**src/rtl/stack_pkg.sv**
```systemverilog
// ============================================================================
// Module   : stack_pkg
// Brief    : Shared defaults and entry types for the coordinate LIFO.
// Revision : 1.0 - initial release
// ============================================================================
`default_nettype none

package stack_pkg;

    localparam int unsigned c_WIDTH = 4;
    localparam int unsigned c_DEPTH = 16;

    typedef logic [c_WIDTH-1:0] coord_t;

    typedef struct packed {
        coord_t x;
        coord_t y;
    } entry_t;

    function automatic entry_t make_entry(input coord_t x, input coord_t y);
        entry_t e;
        e.x = x;
        e.y = y;
        return e;
    endfunction

endpackage

`default_nettype wire

```
**src/rtl/stack_mem.sv**
```systemverilog
// ============================================================================
// Module   : stack_mem
// Brief    : DEPTH-entry register array, one write port, registered read port.
// Revision : 1.0 - initial release
// ============================================================================
`default_nettype none

module stack_mem
    import stack_pkg::*;
#(
    parameter type         ENTRY_T = entry_t,
    parameter int unsigned DEPTH   = c_DEPTH,
    parameter int unsigned ADDR_W  = $clog2(DEPTH)
) (
    input  logic              clk,
    input  logic              rst,
    input  logic              we,
    input  logic [ADDR_W-1:0] waddr,
    input  ENTRY_T            wdata,
    input  logic              re,
    input  logic [ADDR_W-1:0] raddr,
    output ENTRY_T            rdata
);

    ENTRY_T r_mem [DEPTH];
    ENTRY_T r_rdata;

    // Storage is deliberately not reset; only the read register is.
    always_ff @(posedge clk) begin
        if (we) begin
            r_mem[waddr] <= wdata;
        end
    end

    // A read and write to the same address in one cycle returns the old entry.
    always_ff @(posedge clk) begin
        if (rst) begin
            r_rdata <= '0;
        end else if (re) begin
            r_rdata <= r_mem[raddr];
        end
    end

    assign rdata = r_rdata;

endmodule

`default_nettype wire

```
**src/rtl/stack.sv**
```systemverilog
// ============================================================================
// Module   : stack
// Brief    : Synchronous LIFO of (x, y) coordinate pairs with overflow/underflow
//            flag. Define STACK_STATUS_EN to expose empty/full/count.
// Revision : 1.0 - initial release
// ============================================================================
`default_nettype none

module stack
    import stack_pkg::*;
#(
    parameter int unsigned WIDTH = c_WIDTH,
    parameter int unsigned DEPTH = c_DEPTH
) (
    input  logic                       clk,
    input  logic                       rst,
    input  logic                       push,
    input  logic                       pop,
    input  logic [WIDTH-1:0]           xIn,
    input  logic [WIDTH-1:0]           yIn,
    output logic [WIDTH-1:0]           xOut,
    output logic [WIDTH-1:0]           yOut,
    output logic                       fail
`ifdef STACK_STATUS_EN
    ,
    output logic                       empty,
    output logic                       full,
    output logic [$clog2(DEPTH):0]     count
`endif
);

    localparam int unsigned c_PTR_W  = $clog2(DEPTH) + 1;
    localparam int unsigned c_ADDR_W = $clog2(DEPTH);
    localparam logic [c_PTR_W-1:0] c_ONE   = c_PTR_W'(1);
    localparam logic [c_PTR_W-1:0] c_DEPTH_CNT = c_PTR_W'(DEPTH);

    typedef struct packed {
        logic [WIDTH-1:0] x;
        logic [WIDTH-1:0] y;
    } slot_t;

    logic [c_PTR_W-1:0]  r_count;
    logic                r_fail;

    logic [c_PTR_W-1:0]  w_count_nxt;
    logic                w_fail_nxt;
    logic                w_empty;
    logic                w_full;
    logic                w_we;
    logic                w_re;
    logic [c_ADDR_W-1:0] w_waddr;
    logic [c_ADDR_W-1:0] w_top_addr;
    slot_t               w_wdata;
    slot_t               w_rdata;

    assign w_empty    = (r_count == '0);
    assign w_full     = (r_count == c_DEPTH_CNT);
    assign w_top_addr = c_ADDR_W'(r_count - c_ONE);
    assign w_wdata    = '{x: xIn, y: yIn};

    always_comb begin
        w_we        = 1'b0;
        w_re        = 1'b0;
        w_waddr     = r_count[c_ADDR_W-1:0];
        w_count_nxt = r_count;
        w_fail_nxt  = 1'b0;
        case ({push, pop})
            2'b10: begin
                if (!w_full) begin
                    w_we        = 1'b1;
                    w_count_nxt = r_count + c_ONE;
                end else begin
                    w_fail_nxt  = 1'b1;
                end
            end
            2'b01: begin
                if (!w_empty) begin
                    w_re        = 1'b1;
                    w_count_nxt = r_count - c_ONE;
                end else begin
                    w_fail_nxt  = 1'b1;
                end
            end
            2'b11: begin
                // Swap the top in place; on an empty stack only the push lands.
                w_we = 1'b1;
                if (!w_empty) begin
                    w_re    = 1'b1;
                    w_waddr = w_top_addr;
                end else begin
                    w_count_nxt = c_ONE;
                    w_fail_nxt  = 1'b1;
                end
            end
            default: begin
            end
        endcase
    end

    always_ff @(posedge clk) begin
        if (rst) begin
            r_count <= '0;
            r_fail  <= 1'b0;
        end else begin
            r_count <= w_count_nxt;
            r_fail  <= w_fail_nxt;
        end
    end

    stack_mem #(
        .ENTRY_T (slot_t),
        .DEPTH   (DEPTH),
        .ADDR_W  (c_ADDR_W)
    ) u_mem (
        .clk   (clk),
        .rst   (rst),
        .we    (w_we & ~rst),
        .waddr (w_waddr),
        .wdata (w_wdata),
        .re    (w_re),
        .raddr (w_top_addr),
        .rdata (w_rdata)
    );

    assign xOut = w_rdata.x;
    assign yOut = w_rdata.y;
    assign fail = r_fail;

`ifdef STACK_STATUS_EN
    assign empty = w_empty;
    assign full  = w_full;
    assign count = r_count;
`endif

endmodule

`default_nettype wire

```
**config.mk**
```make
export PLATFORM = sky130hd
export DESIGN_NAME = stack
export DESIGN_NICKNAME = d
export VERILOG_FILES = /design/src/rtl/stack_pkg.sv /design/src/rtl/stack_mem.sv /design/src/rtl/stack.sv
export SDC_FILE = /design/constraint.sdc
export NUM_CORES = 1
export LEC_CHECK = 0
export CAP_MARGIN = 20
export CORE_ASPECT_RATIO = 0.6
export CORE_MARGIN = 2
export CORE_UTILIZATION = 55
export DETAILED_ROUTE_END_ITERATION = 10
export PLACE_DENSITY = 0.73
export SYNTH_ARGS = -nofsm -noshare
export SYNTH_HDL_FRONTEND = slang
export SYNTH_SLANG_ARGS = --single-unit
```
**constraint.sdc**
```tcl
create_clock -name clk -period 4.9 [get_ports clk]
set_input_delay 0.98 -clock clk [delete_from_list [all_inputs] [get_ports clk]]
set_output_delay 0.98 -clock clk [all_outputs]
set_load 0.02 [all_outputs]
```
* Word-level counts from Yosys, hierarchy flattened *
Memories as Yosys holds them, arrays and structs flattened. A register that Yosys moved wholly into a read port is not among the register bits.
Index checks and enable logic that the tools add are counted.

storage, ports and cells
  register bits after elaboration = 6
  output and inout port bits = 9
  logic and storage cells = 33
  memory bits (writable) = 128
  memories kept = 1

operators by class
  muxes and demuxes = 15
  equal/unequal tests = 7
  bitwise operators = 2
  reduce and logical (&&, ||, !) cells = 4
  $add $sub $neg = 2

memories
  name         words  bits a word  read ports  clocked after memory_dff  write ports  line             source
  u_mem.r_mem  16     8            1           1                         1            stack_mem.sv:25  ENTRY_T r_mem [DEPTH];

operators with widths
  operator               count
  $mux W5                3
  $pmux W5 S3            1
  $mux W4                2
  $mux W1                7
  $ne A2 B2 Y1 const B   3
  $add A5 B1 Y5 const B  1
  $eq A5 B5 Y1 const B   1
  $logic_not A5 Y1       1
  $sub A5 B1 Y5 const B  1
  $eq A2 B2 Y1 const B   2
  $pmux W1 S2            2
  $reduce_and A4 Y1      1
  $reduce_bool A3 Y1     1
  $eq A2 B1 Y1 const B   1
  $reduce_or A2 Y1       1
  $and A1 B1 Y1          1
  $not A1 Y1             1

* Depth between registers and ports, before layout *
Gate-level depths: netlist of the first run.

  word-level depth = 6
  depth in mapped cells = 11
  depth with buffers taken out = 6

* Hierarchy *
A second synthesis of the first run with hierarchy kept.

unflattened totals
  cell total of the unflattened synthesis = 390
  area, all modules = 5911.9 um^2

modules (own cells, without submodules)
  module     area an instance (um^2)  times used  cells each  seq. area each (um^2)
  stack_mem  5343.9                   1           316         4003.8
  stack      568.0                    1           74          120.1

* Worst setup path after synthesis of the first run *
No wires, ideal clock.

  kind = reg-to-reg
  start point = register r_count[0]
  end point = memory u_mem.r_mem[1][0] (netlist bit), enable pin
  arrival time = 2.412 ns
  clock period less this slack = 2.782 ns
  stages on the path, launching flop included = 11
  path slack = 2.118 ns
  cells stage by stage = dfxtp_1 > buf_2 > inv_1 > buf_2 > ha_1 > buf_2 > buf_4 > buf_2 > nor4b_1 > a31oi_1 > nor2_1

between the ends
  cells in the longest elaborated chain, start to end = 6

ends and longest elaborated chain
  item                           line             source
  start, declared                stack.sv:42      logic [c_PTR_W-1:0] r_count;
  start signal, assigned         stack.sv:105     r_count <= w_count_nxt;
  $eq A5 B5 Y1                   stack.sv:57      assign w_full = (r_count == c_DEPTH_CNT);
  $mux W1                        stack.sv:69      if (!w_full) begin
  $pmux W1 S2                    stack.sv:67      case ({push, pop})
  $and A1 B1 Y1                  stack.sv:117     .we (w_we & ~rst),
  $mux W1                        stack_mem.sv:30  if (we) begin
  $mux W1 (not written as such)  stack_mem.sv:31  r_mem[waddr] <= wdata;
  end, declared                  stack_mem.sv:25

Several ways; a longest one is shown, not always the timed one.

* Worst setup path after layout of the first run *
  start point = input port pop
  end point = memory u_mem.r_mem[2][6] (netlist bit), enable pin

between the ends
  cells in the longest elaborated chain, start to end = 5

ends and longest elaborated chain
  item                           line             source
  start, declared                stack.sv:18      input logic pop,
  $eq A2 B2 Y1                   stack.sv:67
  $pmux W1 S2                    stack.sv:67
  $and A1 B1 Y1                  stack.sv:117
  $mux W1                        stack_mem.sv:30
  $mux W1 (not written as such)  stack_mem.sv:31

Several ways; a longest one is shown, not always the timed one.

==> results of run 1 <==
-- cell type report --
cell class                 instances  area share [%]
timing repair buffer              23            3.38
multi-input combinational        175            24.7
inverter                           5           0.276
tap                              139            2.56
clock inverter                    13            2.17
sequential                       142            60.6
clock buffer                      19            6.36
-- final timing paths --
path	from	to	slack (ps)	cells after the start
setup / recovery	pop	u_mem.r_mem[2][6]	1430	5
hold / removal	u_mem.rdata[2]	u_mem.rdata[2]	450	1
hold reg to reg	u_mem.rdata[2]	u_mem.rdata[2]	450	1
setup reg to reg	r_count[0]	u_mem.r_mem[2][6]	1520	6
-- Yosys cell counts (3+ instances only) --
cell type,count
nor3_1,3
buf_2,10
dfxtp_1,14
a311oi_1,3
mux2i_1,42
clkbuf_1,4
nor2_1,19
inv_1,5
a21oi_1,8
buf_4,3
nand2_1,6
mux4_2,24
a21o_1,9
nand4_1,4
edfxtp_1,128
a31oi_1,3
o22ai_1,9
o211ai_1,4
o31ai_1,3
nand2b_1,3
-- logic make-up after synthesis --
logic type                 count (synthesis)  synth area share, %
muxes                                     68                 16.6
adders and majority gates                  2                0.423
and+or+nand+nor                           54                 5.01
AOI/OAI and AO/OA                         48                 5.69
xor gates and xnor gates                   3                0.444
DFF                                      142                 69.7
buffers and inverters                     24                 2.05
-- layer usage --
metal  GRT usage, %  vias to the layer above  part of all wire [%]
met3           7.79                       19                   8.9
met1           35.8                     1699                    46
met5              0                        -                     0
li1               -                     1433                     -
met2           30.5                      154                    44
met4           7.05                        0                   1.4
-- through the flow --
stage               util, %  total power, mW  hold WS (ps)
floorplan                 -             2.25           572
global placement       59.0             2.48           434
detailed placement     59.0             2.50           440
CTS                    64.5             3.74           453
global route           64.7             3.89           468
finish                 64.7             3.73           449
-- sequential cells by signal, indices dropped and copies added (netlist names) --
signal	cells
fail	1
r_count	5
u_mem.r_mem	128
u_mem.rdata	8
-- power by group --
part / switching [mW] / total [mW] / internal, mW
registers: 0.0459 / 1.44 / 1.40
logic: 0.554 / 1.05 / 0.492
clock network: 0.455 / 1.25 / 0.791
-- critical path, cell delays in order --
cell,delay (ps)
clkdlybuf4s50_1,760
inv_1,200
a311oi_1,530
nand4_1,240
nor2_1,780
==> results.md, run 1 <==
- Wire length of the first global-routing pass: approximately 19,000 um
- Commonest non-fill, non-tap cells in the layout: 128 x edfxtp_1, 42 x mux2i_1, 24 x mux4_2
- Fmax: around 290 MHz
- Net Count, Synth: 355
- Nets@finish: 378
- Worst Tran Pin Value: about 1100 ps
- Largest net degree at the start of global routing: 51
- Placed Instances: 483
- CP Max Fanout: 16
- Port Buffers: 20
- Worst Skew: 5.65 ps
- CTS Buf Count: 17
- # rows: 29
- Crit path time final: 3470 ps
- # IOs: 21
- Post-CTS setup buffers: 0
- Fillers: 731
- Synth Area per Inst: 17.3 um2
- Root buf cell: clkbuf_16
- Share of layout cells above drive strength 1: 16.7%
- Synth top area share: 65.0%
- Total Routed Length: 12,100 um
- Hold-fix buffer count after cts: 0
- Crit end category: flip-flop
- CTS sink count: 142
- Initial antenna violation count: 0
- Final setup fails: 0
- Final HPWL DP: 7800 um
- Die W: 138 um
- GRT Total Usage: 22.9%
- EDFF count, synth: 128
- DRC: 0
- Register area: just over 0.004 mm2
- Dpl ws: between 1000 and 1500 ps
- Clock-pin slew on the worst setup and hold paths: about 50 ps
- Clk buf depth: 2
- Total gr overflow: 0
- Post-synth cell types: 49
- Setup crit start kind: primary input
- Area Overhead vs Synth: 15.1%
- CTS tree: done
- RD Place Congestion: around 0.85
- DRT iter0 DRCs: 371
- Relative slew margins: 26.5%
- Mapped Cells: about 340
- Peak VDD IR: just over 0.3 mV
- TritonRoute pass-1 iters: 5
- Number of global-route vias before repair: 3,213
- WP data required: 4930 ps
- Flops & latches, synth: 142
- Slew Limit Fails: 0
- Crit Path Class: in -> reg
- Final number of hold-violating endpoints: 0
- RSZ-0062 raised after global routing: no
- Design area: 0.00681 mm2
- Async S/R FF share, synth: 0%
- Post_cts resized: 0
- Post-synth top area cell: edfxtp_1
- Final setup slack of the worst path: 1430 ps
- Final Non-Filler Cells: 516
- Synth Flop Type: edfxtp_1
- Power Density: 549 mW/mm2
- YS warnings: 0
- Multi-input gate area: 0.00168 mm2
- H-Tree Level Count: 4
- Initial core utilization: 56.2%
- Final worst-path cycle share: 70.8%
- Vias per std cell: roughly 6.4
- Area of the die: 0.0116 mm2
- HP Class: reg -> reg
- WL/cell: 23.5 um
- Antenna viol nets, final: 0
- Via count: about 3,300
- Syn Std Cell Area: 0.00591 mm2
- Antenna diodes: 0
- Core Region: 0.0105 mm2
- Placed Area: slightly above 0.006 mm2
- Synth top area cells: edfxtp_1 65%, mux4_2 9.1%, mux2i_1 7.1%
- Setup TNS: 0 ps
- Lkg Pwr: 2.27 nW
- Worst path arrival time: 3500 ps
- Maximum capacitance violations: 0
- Commonest non-fill, non-tap cell in the layout: edfxtp_1
- Die height: 84.3 um
- Status: completed
- Clk_lat worst skew: 410 ps
- Register area share after synthesis: 69.7%
No activity file was read; power rests on OpenSTA's default activity.
==> run 2, diff against run 1 <==
Settings changed: PLACE_DENSITY 0.73 to 0.76.
Clock period 4.9 ns to 2.9 ns, I/O delays scaled along.
==> run 2 against run 1 <==
Against the previous run: worst setup slack worse by 1000 ps; design area is 4.6% higher; hold slack better by 1.8 ps; sequential power is 69% higher; wire length is 8.3% higher; clock power is 84% higher; die area stayed put; largest cell class unchanged; highest routed layer unchanged; non-clock buffer count is 33 higher; sequential cell count stayed put; cell count is 6.4% higher.
==> results.md, run 2 (same netlist as run 1, synthesis figures left out) <==
- Status: completed (unchanged)
- Final Non-Filler Cells: 549 (was 516)
- Wire length of the first global-routing pass: 19,900 um (was 18,800 um)
- Antenna viol nets, final: 0 (unchanged)
- Largest net degree at the start of global routing: 25 (was 51)
- Nets@finish: 411 (was 378)
- # IOs: 21 (unchanged)
- Power Density: 942 mW/mm2 (was 549 mW/mm2)
- Lkg Pwr: 2.48 nW (was 2.27 nW)
- Slew Limit Fails: 0 (unchanged)
- Final worst-path cycle share: 86.8%
- Final HPWL DP: 8820 um (was 7800 um)
- Total gr overflow: 0 (unchanged)
- Clock-pin slew on the worst setup and hold paths: 50 ps (about the same)
- Setup TNS: 0 ps (unchanged)
- Port Buffers: 20 (unchanged)
- Via count: 3,422 (was 3,305)
- Hold-fix buffer count after cts: 0 (unchanged)
- DRC: 0 (unchanged)
- Crit end category: flip-flop (unchanged)
- H-Tree Level Count: 4 (unchanged)
- Worst path arrival time: 2640 ps (was 3500 ps)
- Relative slew margins: 56.5% (was 26.5%)
- CTS sink count: 142 (unchanged)
- Worst Skew: 7.46 ps (was 5.65 ps)
- HP Class: reg -> reg (unchanged)
- Setup slack, reg-to-reg: 400 ps (was 1520 ps)
- Antenna diodes: 0 (unchanged)
- Clock power frac: 34.3% (was 33.4%)
- Peak VDD IR: 0.559 mV (was 0.309 mV)
- Largest register by flop count: u_mem.r_mem (unchanged)
- Crit Path Class: in -> reg (unchanged)
- Critical Path Sink: u_mem.r_mem[5][7] (was u_mem.r_mem[2][6])
- Final number of hold-violating endpoints: 0 (unchanged)
- CTS Buf Count: 17 (unchanged)
- Cell Int Power: 4.80 mW (was 2.68 mW)
- Switch Pwr: 1.91 mW (was 1.06 mW)
- Total Routed Length: 13,100 um (was 12,100 um)
- CP Max Fanout: 8 (was 16)
- Area of the die: 0.0116 mm2 (unchanged)
- Die height: 84.3 um (unchanged)
- Worst R2R End: u_mem.r_mem[5][7] (was u_mem.r_mem[2][6])
- Placed Instances: 517 (was 483)
- Combinational share of power: 29.6% (was 28.0%)
- Crit path time final: between 2000 and 3000 ps
- CTS tree: done (unchanged)
- Setup crit start kind: primary input (unchanged)
- Area Overhead vs Synth: 20.4% (was 15.1%)
- Initial core utilization: 56.2% (unchanged)
- Clk_lat worst skew: 410 ps (about the same)
- Worst Tran Pin Value: 650 ps (was 1100 ps)
- Core Region: 0.0105 mm2 (unchanged)
- Reg2Reg Depth: 7 (was 6)
- Clk buf depth: 2 (unchanged)
- Post_cts resized: 0 (unchanged)
- Fmax: 397 MHz
- Worst r2r src: r_count[1] (was r_count[0])
- Post-layout util: 67.7% (was 64.7%)
- Initial antenna violation count: 0 (unchanged)
- Root buf cell: clkbuf_16 (unchanged)
- Vias per std cell: 6.23 (was 6.41)
- DRT iter0 DRCs: 284 (was 371)
- Sw Ratio: 28.5% (was 28.3%)
- Number of global-route vias before repair: 3,400 (was 3,213)
- RSZ-0062 raised after global routing: no (unchanged)
- TritonRoute pass-1 iters: 5 (unchanged)
- Maximum capacitance violations: 0 (unchanged)
- Die W: 138 um (unchanged)
- Commonest non-fill, non-tap cells in the layout: 128 x edfxtp_1, 42 x mux2i_1, 34 x buf_4 (was 128 x edfxtp_1, 42 x mux2i_1, 24 x mux4_2)
- Commonest non-fill, non-tap cell in the layout: edfxtp_1 (unchanged)
- WL/cell: 23.9 um (was 23.5 um)
- # rows: 29 (unchanged)
- Share of layout cells above drive strength 1: 23.4% (was 16.7%)
- Sequential share of power: 36.2% (was 38.6%)
- Post-CTS setup buffers: 0 (unchanged)
- RD Place Congestion: 0.878 (was 0.853)
- WP data required: 3020 ps (was 4930 ps)
- Max reg flops: 128 (unchanged)
- Hold path start: u_mem.rdata[4] (was u_mem.rdata[2])
- Final setup fails: 0 (unchanged)
- CP startpoint: pop (unchanged)
- GRT Total Usage: 24.6% (was 22.9%)
run 2: cell type report:
cell class / count / area [um2]
sequential: 142 / 4120
fill: 707 / 3400
multi-input combinational: 175 / 1680
timing repair buffer: 56 / 495
clock buffer: 20 / 437
clock inverter: 12 / 193
tap: 139 / 174
inverter: 5 / 18.8
run 2: power groups by stage:
stage	sequential, mW	clock (mW)	combinational, mW
global route	2.44	2.41	2.10
CTS	2.43	2.32	1.96
global placement	2.46	0	1.91
finish	2.43	2.30	1.98
detailed placement	2.47	0	1.95
floorplan	2.50	0	1.29
run 2: worst min path at each step:
stage	cells past startpoint	slack (ps)	endpoint
finish	1	450	u_mem.rdata[4]
global route	1	480	u_mem.rdata[1]
global placement	1	430	u_mem.rdata[7]
floorplan	1	570	u_mem.rdata[0]
CTS	1	450	u_mem.rdata[4]
detailed placement	1	440	u_mem.rdata[6]
run 2: worst max-delay path, cell delays in order:
cell and delay (ps):
clkdlybuf4s50_1 610, inv_1 170, a311oi_1 310, buf_4 190
nand4_1 190, nor2_1 360, buf_4 230
run 2: per-stage QoR:
step	power (mW)	setup WS, ps	hold WS, ps	cell area, um2
after floorplan	3.79	118	572	5910
after global placement	4.37	47.0	433	6490
after detailed placement	4.42	51.3	441	6490
after CTS	6.71	466	454	7120
after global routing	6.94	312	480	7120
final	6.71	382	451	7120
run 2: routing by layer:
metal  routed length, um  GRT usage [%]
met1                5780           37.0
met2                5600           32.7
met3                1480           9.36
met4                 275           9.55
met5                   0              0
